--- src/rtl/uart_top.sv ---
// uart_top: full-duplex UART, frames of start(0) + DATABITS LSB-first + even parity + stop(1)
//   clk          system clock, rising edge
//   reset        asynchronous active-low reset
//   tx_start     one-cycle transmit request, accepted only while TX is idle
//   tx_data      word to transmit, captured when tx_start is accepted
//   rx_line      serial input (asynchronous, idle high)
//   tx_line      serial output (idle high)
//   rx_data      last validly framed received word
//   rx_done      one-cycle pulse when rx_data/parity_error update
//   parity_error parity result of the last valid frame
module uart_top #(
    parameter int DATABITS = 8,
    parameter int BAUD_DIV = 2604
) (
    input  logic                clk,
    input  logic                reset,
    input  logic                tx_start,
    input  logic [DATABITS-1:0] tx_data,
    input  logic                rx_line,
    output logic                tx_line,
    output logic [DATABITS-1:0] rx_data,
    output logic                rx_done,
    output logic                parity_error
);
    localparam int CW = $clog2(BAUD_DIV);
    localparam int BW = $clog2(DATABITS);
    localparam logic [CW-1:0] FULL = CW'(BAUD_DIV - 1);
    localparam logic [CW-1:0] HALF = CW'(BAUD_DIV / 2);
    localparam logic [BW-1:0] LAST = BW'(DATABITS - 1);

    typedef enum logic [2:0] {IDLE, START, DATA, PARITY, STOP} state_t;

    state_t              tx_state, tx_state_n;
    logic [CW-1:0]       tx_cnt, tx_cnt_n;
    logic [BW-1:0]       tx_bit, tx_bit_n;
    logic [DATABITS-1:0] tx_sh, tx_sh_n;
    logic                tx_par, tx_par_n, tx_line_n;

    always_ff @(posedge clk or negedge reset) begin
        if (!reset) begin
            tx_state <= IDLE;
            tx_cnt   <= '0;
            tx_bit   <= '0;
            tx_sh    <= '0;
            tx_par   <= 1'b0;
            tx_line  <= 1'b1;
        end else begin
            tx_state <= tx_state_n;
            tx_cnt   <= tx_cnt_n;
            tx_bit   <= tx_bit_n;
            tx_sh    <= tx_sh_n;
            tx_par   <= tx_par_n;
            tx_line  <= tx_line_n;
        end
    end

    // tx_line is registered from the next-state values so it changes exactly on state edges
    always_comb begin
        tx_state_n = tx_state;
        tx_cnt_n   = tx_cnt;
        tx_bit_n   = tx_bit;
        tx_sh_n    = tx_sh;
        tx_par_n   = tx_par;
        if (tx_state == IDLE) begin
            if (tx_start) begin
                tx_state_n = START;
                tx_cnt_n   = FULL;
                tx_sh_n    = tx_data;
                tx_par_n   = ^tx_data;
            end
        end else if (tx_cnt != '0) begin
            tx_cnt_n = tx_cnt - CW'(1);
        end else begin
            tx_cnt_n = FULL;
            case (tx_state)
                START: begin
                    tx_state_n = DATA;
                    tx_bit_n   = '0;
                end
                DATA: begin
                    if (tx_bit == LAST) begin
                        tx_state_n = PARITY;
                    end else begin
                        tx_bit_n = tx_bit + BW'(1);
                        tx_sh_n  = tx_sh >> 1;
                    end
                end
                PARITY:  tx_state_n = STOP;
                default: tx_state_n = IDLE;
            endcase
        end
        tx_line_n = (tx_state_n == START)  ? 1'b0 :
                    (tx_state_n == DATA)   ? tx_sh_n[0] :
                    (tx_state_n == PARITY) ? tx_par_n : 1'b1;
    end

    logic                rx_s1, rx_s2;
    state_t              rx_state, rx_state_n;
    logic [CW-1:0]       rx_cnt, rx_cnt_n;
    logic [BW-1:0]       rx_bit, rx_bit_n;
    logic [DATABITS-1:0] rx_sh, rx_sh_n, rx_data_n;
    logic                rx_perr, rx_perr_n, perr_n, rx_done_n;
    // armed: line has been seen high in IDLE, so a low level is a genuine 1->0 edge
    logic                armed, armed_n;

    always_ff @(posedge clk or negedge reset) begin
        if (!reset) begin
            rx_s1        <= 1'b1;
            rx_s2        <= 1'b1;
            rx_state     <= IDLE;
            rx_cnt       <= '0;
            rx_bit       <= '0;
            rx_sh        <= '0;
            rx_perr      <= 1'b0;
            armed        <= 1'b0;
            rx_data      <= '0;
            rx_done      <= 1'b0;
            parity_error <= 1'b0;
        end else begin
            rx_s1        <= rx_line;
            rx_s2        <= rx_s1;
            rx_state     <= rx_state_n;
            rx_cnt       <= rx_cnt_n;
            rx_bit       <= rx_bit_n;
            rx_sh        <= rx_sh_n;
            rx_perr      <= rx_perr_n;
            armed        <= armed_n;
            rx_data      <= rx_data_n;
            rx_done      <= rx_done_n;
            parity_error <= perr_n;
        end
    end

    always_comb begin
        rx_state_n = rx_state;
        rx_cnt_n   = rx_cnt;
        rx_bit_n   = rx_bit;
        rx_sh_n    = rx_sh;
        rx_perr_n  = rx_perr;
        armed_n    = armed;
        rx_data_n  = rx_data;
        perr_n     = parity_error;
        rx_done_n  = 1'b0;
        if (rx_state == IDLE) begin
            if (rx_s2) begin
                armed_n = 1'b1;
            end else if (armed) begin
                rx_state_n = START;
                rx_cnt_n   = HALF;
            end
        end else if (rx_cnt != '0) begin
            rx_cnt_n = rx_cnt - CW'(1);
        end else begin
            rx_cnt_n = FULL;
            case (rx_state)
                START: begin
                    rx_state_n = rx_s2 ? IDLE : DATA;
                    rx_bit_n   = '0;
                end
                DATA: begin
                    rx_sh_n = {rx_s2, rx_sh[DATABITS-1:1]};
                    if (rx_bit == LAST)
                        rx_state_n = PARITY;
                    else
                        rx_bit_n = rx_bit + BW'(1);
                end
                PARITY: begin
                    rx_perr_n  = ^rx_sh ^ rx_s2;
                    rx_state_n = STOP;
                end
                default: begin
                    rx_state_n = IDLE;
                    if (rx_s2) begin
                        rx_data_n = rx_sh;
                        perr_n    = rx_perr;
                        rx_done_n = 1'b1;
                    end else begin
                        armed_n = 1'b0;
                    end
                end
            endcase
        end
    end
endmodule

--- config.mk ---
export PLATFORM = sky130hd
export DESIGN_NAME = uart_top
export DESIGN_NICKNAME = d
export VERILOG_FILES = /design/src/rtl/uart_top.sv
export SDC_FILE = /design/constraint.sdc
export NUM_CORES = 1
export LEC_CHECK = 0
export ABC_AREA = 1
export ABC_CLOCK_PERIOD_IN_PS = 1500
export CAP_MARGIN = 30
export CORE_MARGIN = 2
export CORE_UTILIZATION = 54
export CTS_BUF_LIST = sky130_fd_sc_hd__clkbuf_2
export CTS_CLUSTER_DIAMETER = 60
export DETAILED_ROUTE_END_ITERATION = 8
export MAX_ROUTING_LAYER = met4
export PLACE_DENSITY = 0.72
export SLEW_MARGIN = 20
export SYNTH_ARGS = -nofsm -noshare
export SYNTH_HDL_FRONTEND = slang
export SYNTH_SLANG_ARGS = --single-unit
--- constraint.sdc ---
create_clock -name clk -period 1.5 [get_ports clk]
set_input_delay 0.3 -clock clk [delete_from_list [all_inputs] [get_ports clk]]
set_output_delay 0.3 -clock clk [all_outputs]
set_load 0.01 [all_outputs]
==> impl_results.md, run 1 <==
- Layout filler cell count: 403
- Number of H-tree levels: 3
- DR vias: around 3,600
- Placer's final routability congestion estimate: 0.864
- Pleak: 2.67 nW
- Final count of hold timing violations: 0
- Cell taking the most area after synthesis: sky130_fd_sc_hd__dfrtp_1
- Routed length per instance: around 14 um
- Area growth from synthesis to final layout: 41.1%
- FF+latch count, synth: about 70
- EDFF count, synth: 0
- Final Total Pwr: 5.94 mW
- Maximum clock skew at final layout: 47.0 ps
- Critical path launch point: rx_cnt[5]$_DFFE_PN0P_
- Unrepaired setup endpoints after global routing: true
- Pin count of the biggest net entering global routing: 69
- Max-slew violation total from the final report: 0
- Adder and majority cell fraction of the synthesized area: 0.0269
- Outcome: finished, violations left
- Final number of setup-violating endpoints: 18
- Clock tree from TritonCTS: built
- Antenna violations before repair: 0
- Violated checks: negative setup slack
- Standard cell core area: 6720 um^2
- I/O pin count: 23
- Proportion of layout cells with a drive suffix above 1: 0.409
- Final Hold Slack: approximately 150 ps
- Count of nets left with antenna violations after detail routing: 0
- Slew at the pin closest to its max-slew limit: 359 ps
- Critical-path cell with the highest stage delay: sky130_fd_sc_hd__dfrtp_1
- Relative slew margins: 0.760
- Finished Core Util: 0.782
- Syn Nets: 493
- Crit start category: flip-flop
- Final clock period utilization by the worst path: 1.06
- Largest cells by area after synthesis: sky130_fd_sc_hd__dfrtp_1, sky130_fd_sc_hd__nand2_1, sky130_fd_sc_hd__inv_1
- Total iterations of the first detailed-routing run: 6
- Highest clock rate: 0.628 GHz
- Fraction of registers with async set/reset: 1.00
- Mux cell area share after synthesis: 0
- Placement-stage cell area: 4450 um^2
- Syn Area/Cell: 7.88 um^2
- Unique masters post-synth: 37
- Quantity of I/O buffers inserted on ports: 22
- Initial cell density of the core: 0.555
- Final Instance Area: 5260 um^2
- Setup Total Neg Slack: -646 ps
- Most used standard cell by instance count after synthesis: sky130_fd_sc_hd__nand2_1
- Total overflow reported by the global router: 0
- Maximum fanout count along the critical path: 16
- Synthesized instance count: 473
- Reg-to-reg startpoint: rx_cnt[5]$_DFFE_PN0P_
- Dominant combinational cell family by area after synthesis: simple AND/OR/NAND/NOR gates
- Maximum clock path buffer count: 2
- Post-placement worst setup slack: -135 ps
- Post-synthesis share of cell area spent on and, or, nand and nor gates: 0.290
- Slowest stage delay, CP: ~430 ps
- Total CTS buffers: 9
- Reg clk slew, reported paths: 220 ps
- GRT Resource Usage Total: 0.258
- Post-detailed-route via-to-cell ratio: between 5 and 6
- 1st-iter DRT viols: 215
- CTS Sinks: 68
- Post-synthesis compound-gate area fraction: 0.106
- Cell area after synthesis: 3730 um^2
- Post-Layout Cell Count: 684
- Synth Area in XOR/XNOR: 0.0305
- Root buffer cell: sky130_fd_sc_hd__clkbuf_2
- Max capacitance violation total: 0
- Horiz. Die Dim: 87.1 um
- Die height: 87.1 um
- Final routed wirelength across all metal layers: between 9000 and 10,000 um
- Hold Startpoint: rx_line
- Hold crit path type: primary input to flip-flop
- Total inserted antenna cells: 0
- Number of remaining DRC errors: 0
- Main flop type after synthesis: sky130_fd_sc_hd__dfrtp_1
- Sequential element share of the synthesized area: 0.458
- Worst path cell trace: inv_2, nand2_4, nor2_4, nand4_4, nor2_8, buf_6, nand2_8, nand2_2, o21ai_1
- # placed instances: 629
- Category of the most critical setup path: flip-flop to flip-flop
- Worst Setup End Kind: flip-flop
- Max IR drop VDD: roughly 0.61 mV
- Final critical path time including I/O delays and setup: 1590 ps
- Power per cell area: approximately 1100 nW/um^2
- Global-route wire length before repair: 14,900 um
- Crit path DAT: 2030 ps
- Clock latency at the later pin of the worst-skew pair: 560 ps
- Final #Nets: 619
- Die outline area: 7580 um^2
- FP Rows: 30
- Yosys top cell area share: 0.436
- Yosys warning total: 0
- Final Worst Setup Slack: -93.3 ps
- Post-detailed-placement half-perimeter wirelength: 5610 um
- Synth cell count leaders: sky130_fd_sc_hd__nand2_1, sky130_fd_sc_hd__inv_1, sky130_fd_sc_hd__dfrtp_1, sky130_fd_sc_hd__o21ai_0, sky130_fd_sc_hd__nor2_1
- Vias in the first global route: 3,382
- Required time of the worst setup path: a little under 2000 ps
metal layers:
layer	vias to the layer above	GRT usage	part of all wire
met5	-	-	0
met4	0	0.0810	0.033
met3	34	0.0521	0.037
met2	108	0.423	0.52
met1	1720	0.321	0.41
li1	1769	-	-
final timing paths:
kind	end	slack, ps	cells past startpoint
min reg2reg	rx_s2$_DFF_PN1_	330	0
max	rx_sh[2]$_DFFE_PN0P_	-90	9
min in group asynchronous	rx_done$_DFF_PN0_	240	3
max reg2reg	rx_sh[2]$_DFFE_PN0P_	-90	9
max in group asynchronous	tx_line$_DFF_PN1_	880	3
min	rx_s1$_DFF_PN1_	150	1
final cells by class:
type                       count  area (um^2)  share of cell area
inverter                      79          309              0.0588
tap                           80          100              0.0190
sequential                    68         1710               0.325
multi-input combinational    325         2100               0.399
clock inverter                 7         82.6              0.0157
timing repair buffer         116          913               0.174
clock buffer                   9         45.0             0.00857
power by group:
part / switching, mW / internal [mW]
clock network: 0.785 / 0.410
logic: 1.39 / 1.23
registers: 0.123 / 2.00
cells in the final DEF, fill, tap and decap left out, types with 5 or more instances in the layout:
cell type,netlist,routed
sky130_fd_sc_hd__nand3_1,31,26
sky130_fd_sc_hd__dfrtp_1,65,61
sky130_fd_sc_hd__o21ai_0,36,18
sky130_fd_sc_hd__buf_2,0,8
sky130_fd_sc_hd__o21ai_2,9,15
sky130_fd_sc_hd__o22ai_1,6,5
sky130_fd_sc_hd__o21ai_1,2,14
sky130_fd_sc_hd__xor2_1,9,9
sky130_fd_sc_hd__nor2_4,2,13
sky130_fd_sc_hd__nor2_2,5,8
sky130_fd_sc_hd__clkbuf_2,0,12
sky130_fd_sc_hd__inv_2,6,15
sky130_fd_sc_hd__clkdlybuf4s50_1,0,10
sky130_fd_sc_hd__buf_4,0,85
sky130_fd_sc_hd__nand2_1,136,109
sky130_fd_sc_hd__nand2_2,8,26
sky130_fd_sc_hd__inv_1,73,60
sky130_fd_sc_hd__nand2_4,2,9
sky130_fd_sc_hd__buf_6,3,8
sky130_fd_sc_hd__nor2_1,33,19
worst max-delay path, delay by kind of cell, from the launching register on:
kind | cells | cell delay, ps
flip-flops | 1 | 430
buffers and inverters | 2 | 240
AND/OR/NAND/NOR | 6 | 740
AO/OA/AOI/OAI | 1 | 90
repair_timing:
item,4_1_cts,5_1_grt
endpoints found under the hold margin,65,0
hold buffers,1,0
buffers inserted,18,18
setup endpoints to repair,64,65
cloned,2,0
pin swaps,17,28
resized for setup,84,100
kinds of logic (layout without fill, tap and decap cells):
| kind of cell | after synthesis | after routing |
|---|---|---|
| flip-flops | 68 | 68 |
| adder cells (fa/ha/maj) | 8 | 8 |
| AO/OA/AOI/OAI | 66 | 66 |
| AND/OR/NAND/NOR | 236 | 238 |
| buffers and inverters | 82 | 211 |
| XOR/XNOR | 13 | 13 |
flip-flops by register name, summed over array words and instances (netlist names), 3 cells and up:
| register | count |
|---|---|
| tx_sh | 8 |
| rx_data | 8 |
| rx_sh | 8 |
| tx_bit | 3 |
| rx_state | 3 |
| tx_state | 3 |
| rx_cnt | 12 |
| rx_bit | 3 |
| tx_cnt | 12 |
No activity file was read; power rests on OpenSTA's default activity.
==> run 2: changes to the inputs <==
--- a/config.mk
+++ b/config.mk
@@ -13,7 +13,6 @@
 export CTS_BUF_LIST = sky130_fd_sc_hd__clkbuf_2
 export CTS_CLUSTER_DIAMETER = 60
 export DETAILED_ROUTE_END_ITERATION = 8
-export MAX_ROUTING_LAYER = met4
 export PLACE_DENSITY = 0.72
 export SLEW_MARGIN = 20
 export SYNTH_ARGS = -nofsm -noshare
==> impl_results.md, run 2 (synthesized netlist as in run 1, its figures left out) <==
- Power per cell area: 1130 nW/um^2 (about the same)
- Final Worst Setup Slack: -89.0 ps (+4.37 ps)
- Maximum clock path buffer count: 2 (unchanged)
- Final number of setup-violating endpoints: 15 (-3)
- Internal: 3.64 mW (about the same)
- Final count of hold timing violations: 0 (unchanged)
- Share of power burned in the clock network: 0.201 (about the same)
- DR vias: 3,622 (-0.25%)
- Critical-path cell with the highest stage delay: sky130_fd_sc_hd__dfrtp_2
- Critical path launch point: rx_state[0]$_DFFE_PN0P_
- Total inserted antenna cells: 0 (unchanged)
- Final routed wirelength across all metal layers: 9760 um (about the same)
- Crit start category: flip-flop
- Maximum fanout count along the critical path: 6 (-10)
- Clock tree from TritonCTS: built
- Post-detailed-route via-to-cell ratio: 5.30 (-0.25%)
- FP Rows: 30 (unchanged)
- NetSw: 2.30 mW (about the same)
- Vias in the first global route: 3,391 (+0.27%)
- Violated checks: negative setup slack
- Total iterations of the first detailed-routing run: 5 (-1)
- Pin count of the biggest net entering global routing: 69 (unchanged)
- Layout filler cell count: 403 (unchanged)
- Gate family responsible for the most delay along the worst path: simple AND/OR/NAND/NOR gates
- Area growth from synthesis to final layout: 41.1% (unchanged)
- WL met3: 335 um (-6.2%)
- Proportion of layout cells with a drive suffix above 1: 0.409 (unchanged)
- Finished Core Util: 0.782 (unchanged)
- Worst Setup End Kind: flip-flop
- Antenna violations before repair: 0 (unchanged)
- Most frequent standard cell in the layout excluding fill and tap cells: sky130_fd_sc_hd__nand2_1
- GRT Resource Usage Total: 0.250 (-0.00761)
- Max capacitance violation total: 0 (unchanged)
- Total CTS buffers: 9 (unchanged)
- Reg clk slew, reported paths: 210 ps (about the same)
- Final #Nets: 619 (unchanged)
- Maximum clock skew at final layout: 45.4 ps (-1.62 ps)
- Outcome: finished, violations left
- Placer's final routability congestion estimate: 0.851 (-1.6%)
- Count of nets left with antenna violations after detail routing: 0 (unchanged)
- Required time of the worst setup path: 1940 ps (about the same)
- Max IR drop VDD: 0.610 mV (+0.14%)
- Number of H-tree levels: 3 (unchanged)
- Number of remaining DRC errors: 0 (unchanged)
- Reg-to-reg startpoint: rx_state[0]$_DFFE_PN0P_
- Reg area: 1710 um^2 (unchanged)
- CTS Sinks: 68 (unchanged)
- Sequential cell fraction of total power: 0.357 (about the same)
- Global-route wire length before repair: 14,900 um (about the same)
- Final Instance Area: 5260 um^2 (unchanged)
- Most used cells in the layout excluding fill and tap cells: sky130_fd_sc_hd__nand2_1, sky130_fd_sc_hd__buf_4, sky130_fd_sc_hd__dfrtp_1
- Unrepaired setup endpoints after global routing: true
- Quantity of I/O buffers inserted on ports: 22 (unchanged)
- Hold crit path type: primary input to flip-flop
- Highest clock rate: 0.629 GHz (+0.28%)
- Combinational fraction of design power: 0.442 (about the same)
- Area of the multi-input gates: 2100 um^2 (unchanged)
- Routed length per instance: 14.3 um (about the same)
- Standard cell core area: 6720 um^2 (unchanged)
- Die outline area: 7580 um^2 (unchanged)
- Crit path DAT: 2030 ps (about the same)
- Number of buffer and inverter instances along the worst setup path: 2 (unchanged)
- Hold Startpoint: rx_line
- Sum of routed wire segments on met1: 4060 um (+0.49%)
- Slew at the pin closest to its max-slew limit: 360 ps (+0.947 ps)
- Total overflow reported by the global router: 0 (unchanged)
- Placement-stage cell area: 4450 um^2 (unchanged)
- Met2 wirelength from detailed routing: 4990 um (-1.1%)
- Category of the most critical setup path: flip-flop to flip-flop
- Post-detailed-placement half-perimeter wirelength: 5610 um (unchanged)
- Worst path cell trace: nor3_4, ha_2, inv_2, nand2_4, nor2_4, buf_4, nor3_1
- Pleak: 2.67 nW (unchanged)
- 1st-iter DRT viols: 195 (-9.3%)
- Max-slew violation total from the final report: 0 (unchanged)
- Top layer in use: met4
- Horiz. Die Dim: 87.1 um (unchanged)
- Root buffer cell: sky130_fd_sc_hd__clkbuf_2
- Largest registers: rx_cnt (12), tx_cnt (12)
- Final critical path time including I/O delays and setup: 1590 ps (-4.37 ps)
- Sw Ratio: 0.388 (about the same)
- I/O pin count: 23 (unchanged)
- Die height: 87.1 um (unchanged)
- Slowest stage delay, CP: 480 ps (+50 ps)
- Initial cell density of the core: 0.555 (unchanged)
- Clock latency at the later pin of the worst-skew pair: 550 ps (about the same)
- Relative slew margins: 0.760 (about the same)
- Final clock period utilization by the worst path: 1.06 (-0.00291)
run 2: cell counts in the layout (fill, tap and decap cells not counted):
No cell type changed its count.
run 2: power by group through the flow:
| stage | logic, mW | clock network, mW | registers (mW) |
|---|---|---|---|
| after floorplan | 1.09 | 0 | 2.15 |
| after global placement | 1.81 | 0 | 2.14 |
| after detailed placement | 1.87 | 0 | 2.14 |
| after CTS | 2.19 | 1.20 | 2.11 |
| after global routing | 2.87 | 1.27 | 2.13 |
| final | 2.63 | 1.19 | 2.12 |
run 2: timing repair:
action                                  CTS  global route
hold endpoints to repair                 65             0
cloned                                    2             0
setup buffers                            18            18
resized for setup                        84           100
pin swaps                                17            28
hold buffers                              1             0
endpoints found under the setup margin   64            65
run 2: worst paths after layout:
kind / to / slack, ps / cells past startpoint
max reg2reg: rx_cnt[7]$_DFFE_PN0P_ / -90 / 7
min reg2reg: rx_s2$_DFF_PN1_ / 330 / 0
min: rx_s1$_DFF_PN1_ / 150 / 1
max in group asynchronous: tx_line$_DFF_PN1_ / 880 / 3
min in group asynchronous: rx_done$_DFF_PN0_ / 250 / 3
max: rx_cnt[7]$_DFFE_PN0P_ / -90 / 7
run 2: layout make-up:
type / count / share of cell area
Inverter: 79 / 0.0588
Tap cell: 80 / 0.0190
Clock buffer: 9 / 0.00857
Multi-Input combinational cell: 325 / 0.399
Sequential cell: 68 / 0.325
Timing Repair Buffer: 116 / 0.174
Clock inverter: 7 / 0.0157
run 2: through the flow:
step,setup slack (ps),TNS (ps),hold WS [ps],cells,total power [mW]
finish,-89.0,-532,151,684,5.94
CTS,-48.0,-284,153,666,5.50
floorplan,-107,-423,4.41,473,3.24
global route,-188,-4990,125,684,6.27
detailed placement,-135,-2250,349,629,4.01
global placement,-88.8,-999,348,629,3.95
run 2: worst reg2reg max path, stage by stage, from the launching register on:
cell and delay (ps):
sky130_fd_sc_hd__dfrtp_2 480, sky130_fd_sc_hd__nor3_4 210, sky130_fd_sc_hd__ha_2 220, sky130_fd_sc_hd__inv_2 60
sky130_fd_sc_hd__nand2_4 110, sky130_fd_sc_hd__nor2_4 60, sky130_fd_sc_hd__buf_4 140, sky130_fd_sc_hd__nor3_1 230
run 2: layer usage:
layer / global-route usage / up-vias
met3: 0.0502 / 41
met2: 0.423 / 105
met1: 0.319 / 1704
met5: 0 / -
met4: 0.0852 / 0
li1: - / 1772
==> run 3: changes to the inputs <==
--- a/config.mk
+++ b/config.mk
@@ -6,7 +6,6 @@
 export NUM_CORES = 1
 export LEC_CHECK = 0
 export ABC_AREA = 1
-export ABC_CLOCK_PERIOD_IN_PS = 1500
 export CAP_MARGIN = 30
 export CORE_MARGIN = 2
 export CORE_UTILIZATION = 54
==> results of run 3 <==
Final layout, timing and power as in run 2 (identical DEF).
